<file path="src/rtl/pipelined_ripple_adder.sv">
// Ripple-carry adder cut into STAGE_WIDTH-bit slices, one register stage per slice, valid/ready
// on both sides. Optional signed-overflow output under PIPELINED_RIPPLE_ADDER_OVF_EN.
module pipelined_ripple_adder #(
  parameter int DATA_WIDTH  = 4,
  parameter int STAGE_WIDTH = 4
) (
  input  logic                  clk,
  input  logic                  rst,
  input  logic [DATA_WIDTH-1:0] din_a,
  input  logic [DATA_WIDTH-1:0] din_b,
  input  logic                  din_ci,
  input  logic                  din_vld,
  output logic                  din_rd,
  output logic [DATA_WIDTH-1:0] dout_s,
  output logic                  dout_co,
  output logic                  dout_vld,
  input  logic                  dout_rd
`ifdef PIPELINED_RIPPLE_ADDER_OVF_EN
  ,
  output logic                  dout_ovf
`endif
);

  localparam int N_STAGES = (DATA_WIDTH + STAGE_WIDTH - 1) / STAGE_WIDTH;

  logic                  w_adv;
  logic [DATA_WIDTH-1:0] r_a [N_STAGES];
  logic [DATA_WIDTH-1:0] r_b [N_STAGES];
  logic [DATA_WIDTH-1:0] r_s [N_STAGES];
  logic                  r_c [N_STAGES];
  logic                  r_v [N_STAGES];
  logic [DATA_WIDTH-1:0] w_a_d [N_STAGES];
  logic [DATA_WIDTH-1:0] w_b_d [N_STAGES];
  logic [DATA_WIDTH-1:0] w_s_d [N_STAGES];
  logic                  w_c_d [N_STAGES];

  // The whole pipe moves together; a stalled output freezes every stage.
  assign w_adv    = !r_v[N_STAGES-1] || dout_rd;
  assign din_rd   = w_adv;
  assign dout_s   = r_s[N_STAGES-1];
  assign dout_co  = r_c[N_STAGES-1];
  assign dout_vld = r_v[N_STAGES-1];

`ifdef PIPELINED_RIPPLE_ADDER_OVF_EN
  logic w_ovf_d;
  logic r_ovf;
`endif

  for (genvar k = 0; k < N_STAGES; k++) begin : g_stage
    localparam int LO = k * STAGE_WIDTH;
    localparam int W  = (k == N_STAGES - 1) ? DATA_WIDTH - LO : STAGE_WIDTH;
    localparam logic [DATA_WIDTH-1:0] MASK = DATA_WIDTH'({W{1'b1}}) << LO;

    logic [DATA_WIDTH-1:0] w_pa;
    logic [DATA_WIDTH-1:0] w_pb;
    logic [DATA_WIDTH-1:0] w_ps;
    logic                  w_cin;
    logic [W:0]            w_slice;

    if (k == 0) begin : g_first
      assign w_pa  = din_a;
      assign w_pb  = din_b;
      assign w_ps  = '0;
      assign w_cin = din_ci;
    end else begin : g_next
      assign w_pa  = r_a[k-1];
      assign w_pb  = r_b[k-1];
      assign w_ps  = r_s[k-1];
      assign w_cin = r_c[k-1];
    end

    assign w_slice  = {1'b0, w_pa[LO +: W]} + {1'b0, w_pb[LO +: W]} + (W + 1)'(w_cin);
    // Consumed operand bits are zeroed so only pending slices travel forward.
    assign w_a_d[k] = w_pa & ~MASK;
    assign w_b_d[k] = w_pb & ~MASK;
    assign w_s_d[k] = (w_ps & ~MASK) | (DATA_WIDTH'(w_slice[W-1:0]) << LO);
    assign w_c_d[k] = w_slice[W];

`ifdef PIPELINED_RIPPLE_ADDER_OVF_EN
    if (k == N_STAGES - 1) begin : g_ovf
      // a^b^s at the MSB recovers the carry into the MSB.
      assign w_ovf_d = w_pa[DATA_WIDTH-1] ^ w_pb[DATA_WIDTH-1] ^ w_slice[W-1] ^ w_slice[W];
    end
`endif
  end

  always_ff @(posedge clk or posedge rst) begin
    if (rst) begin
      for (int k = 0; k < N_STAGES; k++) begin
        r_a[k] <= '0;
        r_b[k] <= '0;
        r_s[k] <= '0;
        r_c[k] <= 1'b0;
        r_v[k] <= 1'b0;
      end
    end else if (w_adv) begin
      for (int k = 0; k < N_STAGES; k++) begin
        r_a[k] <= w_a_d[k];
        r_b[k] <= w_b_d[k];
        r_s[k] <= w_s_d[k];
        r_c[k] <= w_c_d[k];
      end
      r_v[0] <= din_vld;
      for (int k = 1; k < N_STAGES; k++) begin
        r_v[k] <= r_v[k-1];
      end
    end
  end

`ifdef PIPELINED_RIPPLE_ADDER_OVF_EN
  always_ff @(posedge clk or posedge rst) begin
    if (rst) begin
      r_ovf <= 1'b0;
    end else if (w_adv) begin
      r_ovf <= w_ovf_d;
    end
  end

  assign dout_ovf = r_ovf;
`endif

endmodule
</file>
<file path="config.mk">
export PLATFORM = sky130hd
export DESIGN_NAME = pipelined_ripple_adder
export DESIGN_NICKNAME = d
export VERILOG_FILES = /design/src/rtl/pipelined_ripple_adder.sv
export SDC_FILE = /design/constraint.sdc
export NUM_CORES = 1
export LEC_CHECK = 0
export ABC_AREA = 0
export CORE_AREA = 5 5 42 44
export DETAILED_ROUTE_END_ITERATION = 12
export DIE_AREA = 0 0 47 49
export GPL_TIMING_DRIVEN = 1
export PLACE_DENSITY = 0.61
export SLEW_MARGIN = 15
export SYNTH_ARGS = -nofsm -noshare
export SYNTH_HDL_FRONTEND = slang
export SYNTH_SLANG_ARGS = --single-unit
export TNS_END_PERCENT = 1
</file>
<file path="constraint.sdc">
create_clock -name clk -period 1 [get_ports clk]
set_input_delay 0.1 -clock clk [delete_from_list [all_inputs] [get_ports clk]]
set_output_delay 0.1 -clock clk [all_outputs]
set_load 0.02 [all_outputs]
</file>
* Word level (Yosys, flattened, before mapping)
Index checks and enable logic that the tools add are counted.
** Storage, ports and cells
- Flip-flop bits (word level) :: 6
** Operators by class
- $add $sub $neg :: 2
- Reduce and logical (&&, ||, !) cells :: 2
** Operators by type and width (number)
- 4-bit by 4-bit adder with 5-bit output :: 1
- 5-bit by 1-bit adder with 5-bit output :: 1
- 1-bit zero test :: 1
- 1-bit logical OR :: 1

* Longest topological paths before layout
Gate-level depths: netlist of run 1.
- Depth in word-level cells :: 2
- Gate-level depth with buffers :: 7
- Mapped depth without buffers :: 7

* Worst setup path after synthesis of run 1
Ideal clock, no wire load.
- Path type :: in2reg
- Start point :: input din_a[0]
- End point :: register r_c (netlist: dout_co)
- Data arrival time :: 1.167 ns
- Data required time :: 0.867 ns
- Setup slack :: -0.300 ns
- Stages :: 7
- Path buffers :: 0
- Cells stage by stage :: fa_1 > inv_1 > fa_1 > inv_1 > a21o_1 > a21oi_1 > a21oi_1
** Between the ends
- Cells in the longest elaborated chain, start to end :: 2
** Ends and longest elaborated chain
- from (decl) :: RTL line 9 : input logic [DATA_WIDTH-1:0] din_a,
- 4-bit by 4-bit adder with 5-bit output :: RTL line 72 : assign w_slice = {1'b0, w_pa[LO +: W]} + {1'b0, w_pb[LO +: W]} + (W + 1)'(w_cin);
- 5-bit by 1-bit adder with 5-bit output :: RTL line 72
- to (signal, indexed assignment) :: RTL line 101 : r_c[k] <= w_c_d[k];
- to (decl) :: RTL line 30 : logic r_c [N_STAGES];
Every way passes these cells.
A chain may end at the register's enable or synchronous reset.

* Worst setup path in the final report of run 1
- Start point :: input din_a[3]
- End point :: register r_s, in the netlist dout_s[3]
** Between the ends
- Cells in the longest elaborated chain, start to end :: 2
** Ends and longest elaborated chain
- 4-bit by 4-bit adder with 5-bit output :: RTL line 72
- 5-bit by 1-bit adder with 5-bit output :: RTL line 72
- to (signal, indexed assignment) :: RTL line 100 : r_s[k] <= w_s_d[k];
- to (decl) :: RTL line 29 : logic [DATA_WIDTH-1:0] r_s [N_STAGES];
Every way passes these cells.

==> flow_summary.toml, run 1 <==
[detailed_routing]
first_iter_violations = 1
antenna_left = 0
drtPass1Iterations = 2
routed_wl_um = 811
vias = 326
via_per_inst = 4.234
route.detailed.wl_per_inst_um = 10.53
drc = 0

[run]
maxCapViolCount = 0

[finish]
n_fill_cell = 145
area_growth_pct = 75.17
fin_area_sq_um = 635.6
drive_gt1_frac = 0.5410
finish.utilization = 0.4536
instances_no_fill = 77
num-nets-final = 81
n_antenna_cell = 0

[die]
core-area_sq_um = 1401
start_util = 0.2589
ios = 20
die_area_sq_um = 2303
die_w_um = 47
rows = 14
die_y_um = 49

[sta]
finalHoldViolCount = 0
fin_ws_ns = -0.1030
grt_setup_unrepaired = "true"
setup_violations = 5
slew_violations = 0
timing.final.crit_share = 1.103
tightest_slew_ns = 0.2372
slew_headroom = 0.8417
min_period_ns = 1.103
fin_skew_ns = 0.0006818
fmax_mhz = 906.7

[synth]
synth_flop_cell = "dfrtp_1"
yosysTopAreaCell = "dfrtp_1"
syn_nets = 51
synth_cell_types = 14
syn_inst = 33
synth_seq_area_share = 0.4138
post-synth-top-count-cell = "dfrtp_1"
synth-edff-count = 0
synth_common_cells = "dfrtp_1, inv_1, a21oi_1"
postSynthAreaPerCell_sq_um = 11.00
yosysWarnings = 0
synth-seq-cells = 6
async_flop_share = 1.000
synth_top_cell_area_share = 0.4138
synth_area_sq_um = 362.8
ys_top_cells_by_area = "dfrtp_1, fa_1, ha_1"

[clock_network]
cts_buffer_depth = 2
htree_num_levels = 1
clkTransAtPathRegs_ns = 0.04
clock-sinks = 6
cts_made_buffers = 3
clk_latency_ns = 0.24
cts_tree = "yes"
cts-root-buf = "clkbuf_4"

[setup_path]
path_buf_inv = 1
r2r_slack_ns = -0.09
crit_path_cell_trace = "clkdlybuf4s50_1, ha_1, xnor2_1, mux2_4"
critical_path_required_ns = 1.12
reg2reg_depth = 3
max_stage_delay_ns = 0.40
crit_path_max_fanout = 2
startpoint = "din_a[3]"
path_class = "in2reg"
arrival_ns = 1.22
regToRegEndpoint = "dout_s[0]"
cp-start-kind = "input port"
cp_top_family = "buffers and inverters"
cpMaxStageDelayCell = "clkdlybuf4s50_1"
r2r_start = "dout_vld"
endpoint_kind = "register"

[place]
place_area_sq_um = 610.6
globalplace.congestion = 0.6693
placedCellCount = 72
portBuffers = 19
dp_hpwl_um = 671.4

[power]
comb_power_share = 0.406
intPower_w = 0.0006147
p_sw_frac = 0.3053
power.leakage_nw = 0.3191
clock_power_share = 0.242
power.density_nw_per_um2 = 1392
total_power_w = 0.0008849
switchingPower_w = 0.0002702
p_seq_frac = 0.352
ir_worst_vdd_mv = 0.5919

[global_route]
grt_first_pass_wirelength_mm = 1.400
grt_max_degree = 10
grt_pass1_vias = 350
grt_usage = 0.08563
antenna_found_initial = 0
overflow = 0

[worst_hold_path]
hp-class = "in2async"

[status]
violations = "setup timing"
outcome = "complete, but fails checks"
==> metal layers <==
layer,share of wire,GRT usage,up-vias
li1,-,-,161
met2,0.46,0.1063,13
met1,0.40,0.1094,152
met5,0,0,-
met3,0.13,0.05904,0
met4,0,0.04147,0
==> power groups by stage <==
stage	registers (W)	logic (W)	clock network, W
2_1_floorplan	0.000367	0.000121	0
5_1_grt	0.000317	0.000397	0.000261
3_5_place_dp	0.000314	0.000379	0
4_1_cts	0.000312	0.000363	0.000232
3_3_place_gp	0.000314	0.000374	0
6_report	0.000311	0.000359	0.000214
==> metrics by stage <==
step | TNS [ns] | setup WS (ns) | hold slack (ns)
after floorplan | -0.7833 | -0.2047 | -0.1090
after global placement | -3.823 | -0.7173 | 0.3335
after detailed placement | -3.900 | -0.7140 | 0.3360
after CTS | -0.3867 | -0.1322 | 0.08063
after global routing | -0.4925 | -0.1167 | 0.09443
final | -0.2885 | -0.1030 | 0.08292
==> registers in the layout, indices dropped and copies added, names as in the netlist <==
register and flops:
dout_vld 1, dout_co 1, dout_s 4
==> cell usage in the layout (no fill, tap or decap), drive strengths merged <==
cell           Yosys  layout
nor2               3       3
buf                1      17
mux2               2       2
xor2               1       1
clkbuf             0       5
fa                 2       2
dfrtp              6       6
dlygate4sd2        0       2
a21oi              5       5
ha                 3       3
inv                5       5
a21o               2       2
xnor2              1       1
clkdlybuf4s50      0       5
nand2b             2       2
==> worst register-to-register path, stage by stage (launching register included) <==
cell,delay [ns]
dfrtp_1,0.37
nand2b_1,0.15
buf_6,0.16
mux2_4,0.30
==> cells by family after synthesis <==
kind of cell,after synthesis,synth area share
DFF,6,0.4138
AOI/OAI and AO/OA,7,0.1207
muxes,2,0.07240
adders and majority gates,5,0.2138
buffers and inverters,6,0.06551
and+or+nand+nor,5,0.06551
xor gates and xnor gates,2,0.04828
==> what timing repair did <==
item / 4_1_cts / 5_1_grt
cloned: 0 / 0
pin swaps: 9 / 4
setup buffers: 0 / 2
endpoints found under the hold margin: 0 / 0
hold buffers: 0 / 0
setup endpoints to repair: 12 / 12
gates resized for setup: 42 / 16
==> cell type report <==
cell class	count	area, sq um	share of cell area
tap	16	20.02	0.03150
sequential	6	150.1	0.2362
clock buffer	3	22.52	0.03543
timing repair buffer	26	196.4	0.3091
multi-input combinational	21	227.7	0.3583
inverter	5	18.77	0.02953
==> worst max path at each step <==
| stage | end | slack (ns) | cells after the start |
|---|---|---|---|
| floorplan | dout_co | -0.20 | 7 |
| global placement | dout_co | -0.72 | 8 |
| detailed placement | dout_s[3] | -0.71 | 6 |
| CTS | dout_s[3] | -0.13 | 6 |
| global route | dout_s[3] | -0.12 | 6 |
| finish | dout_s[3] | -0.10 | 4 |
Power figures use the tool's default switching activity.
==> run 2, diff against run 1 <==
--- a/config.mk
+++ b/config.mk
@@ -7,6 +7,7 @@
 export LEC_CHECK = 0
 export ABC_AREA = 0
 export CORE_AREA = 5 5 42 44
+export CTS_CLUSTER_DIAMETER = 80
 export DETAILED_ROUTE_END_ITERATION = 12
 export DIE_AREA = 0 0 47 49
 export GPL_TIMING_DRIVEN = 1
==> results of run 2 <==
No change in the layout: final DEF, timing and power equal those of run 1.
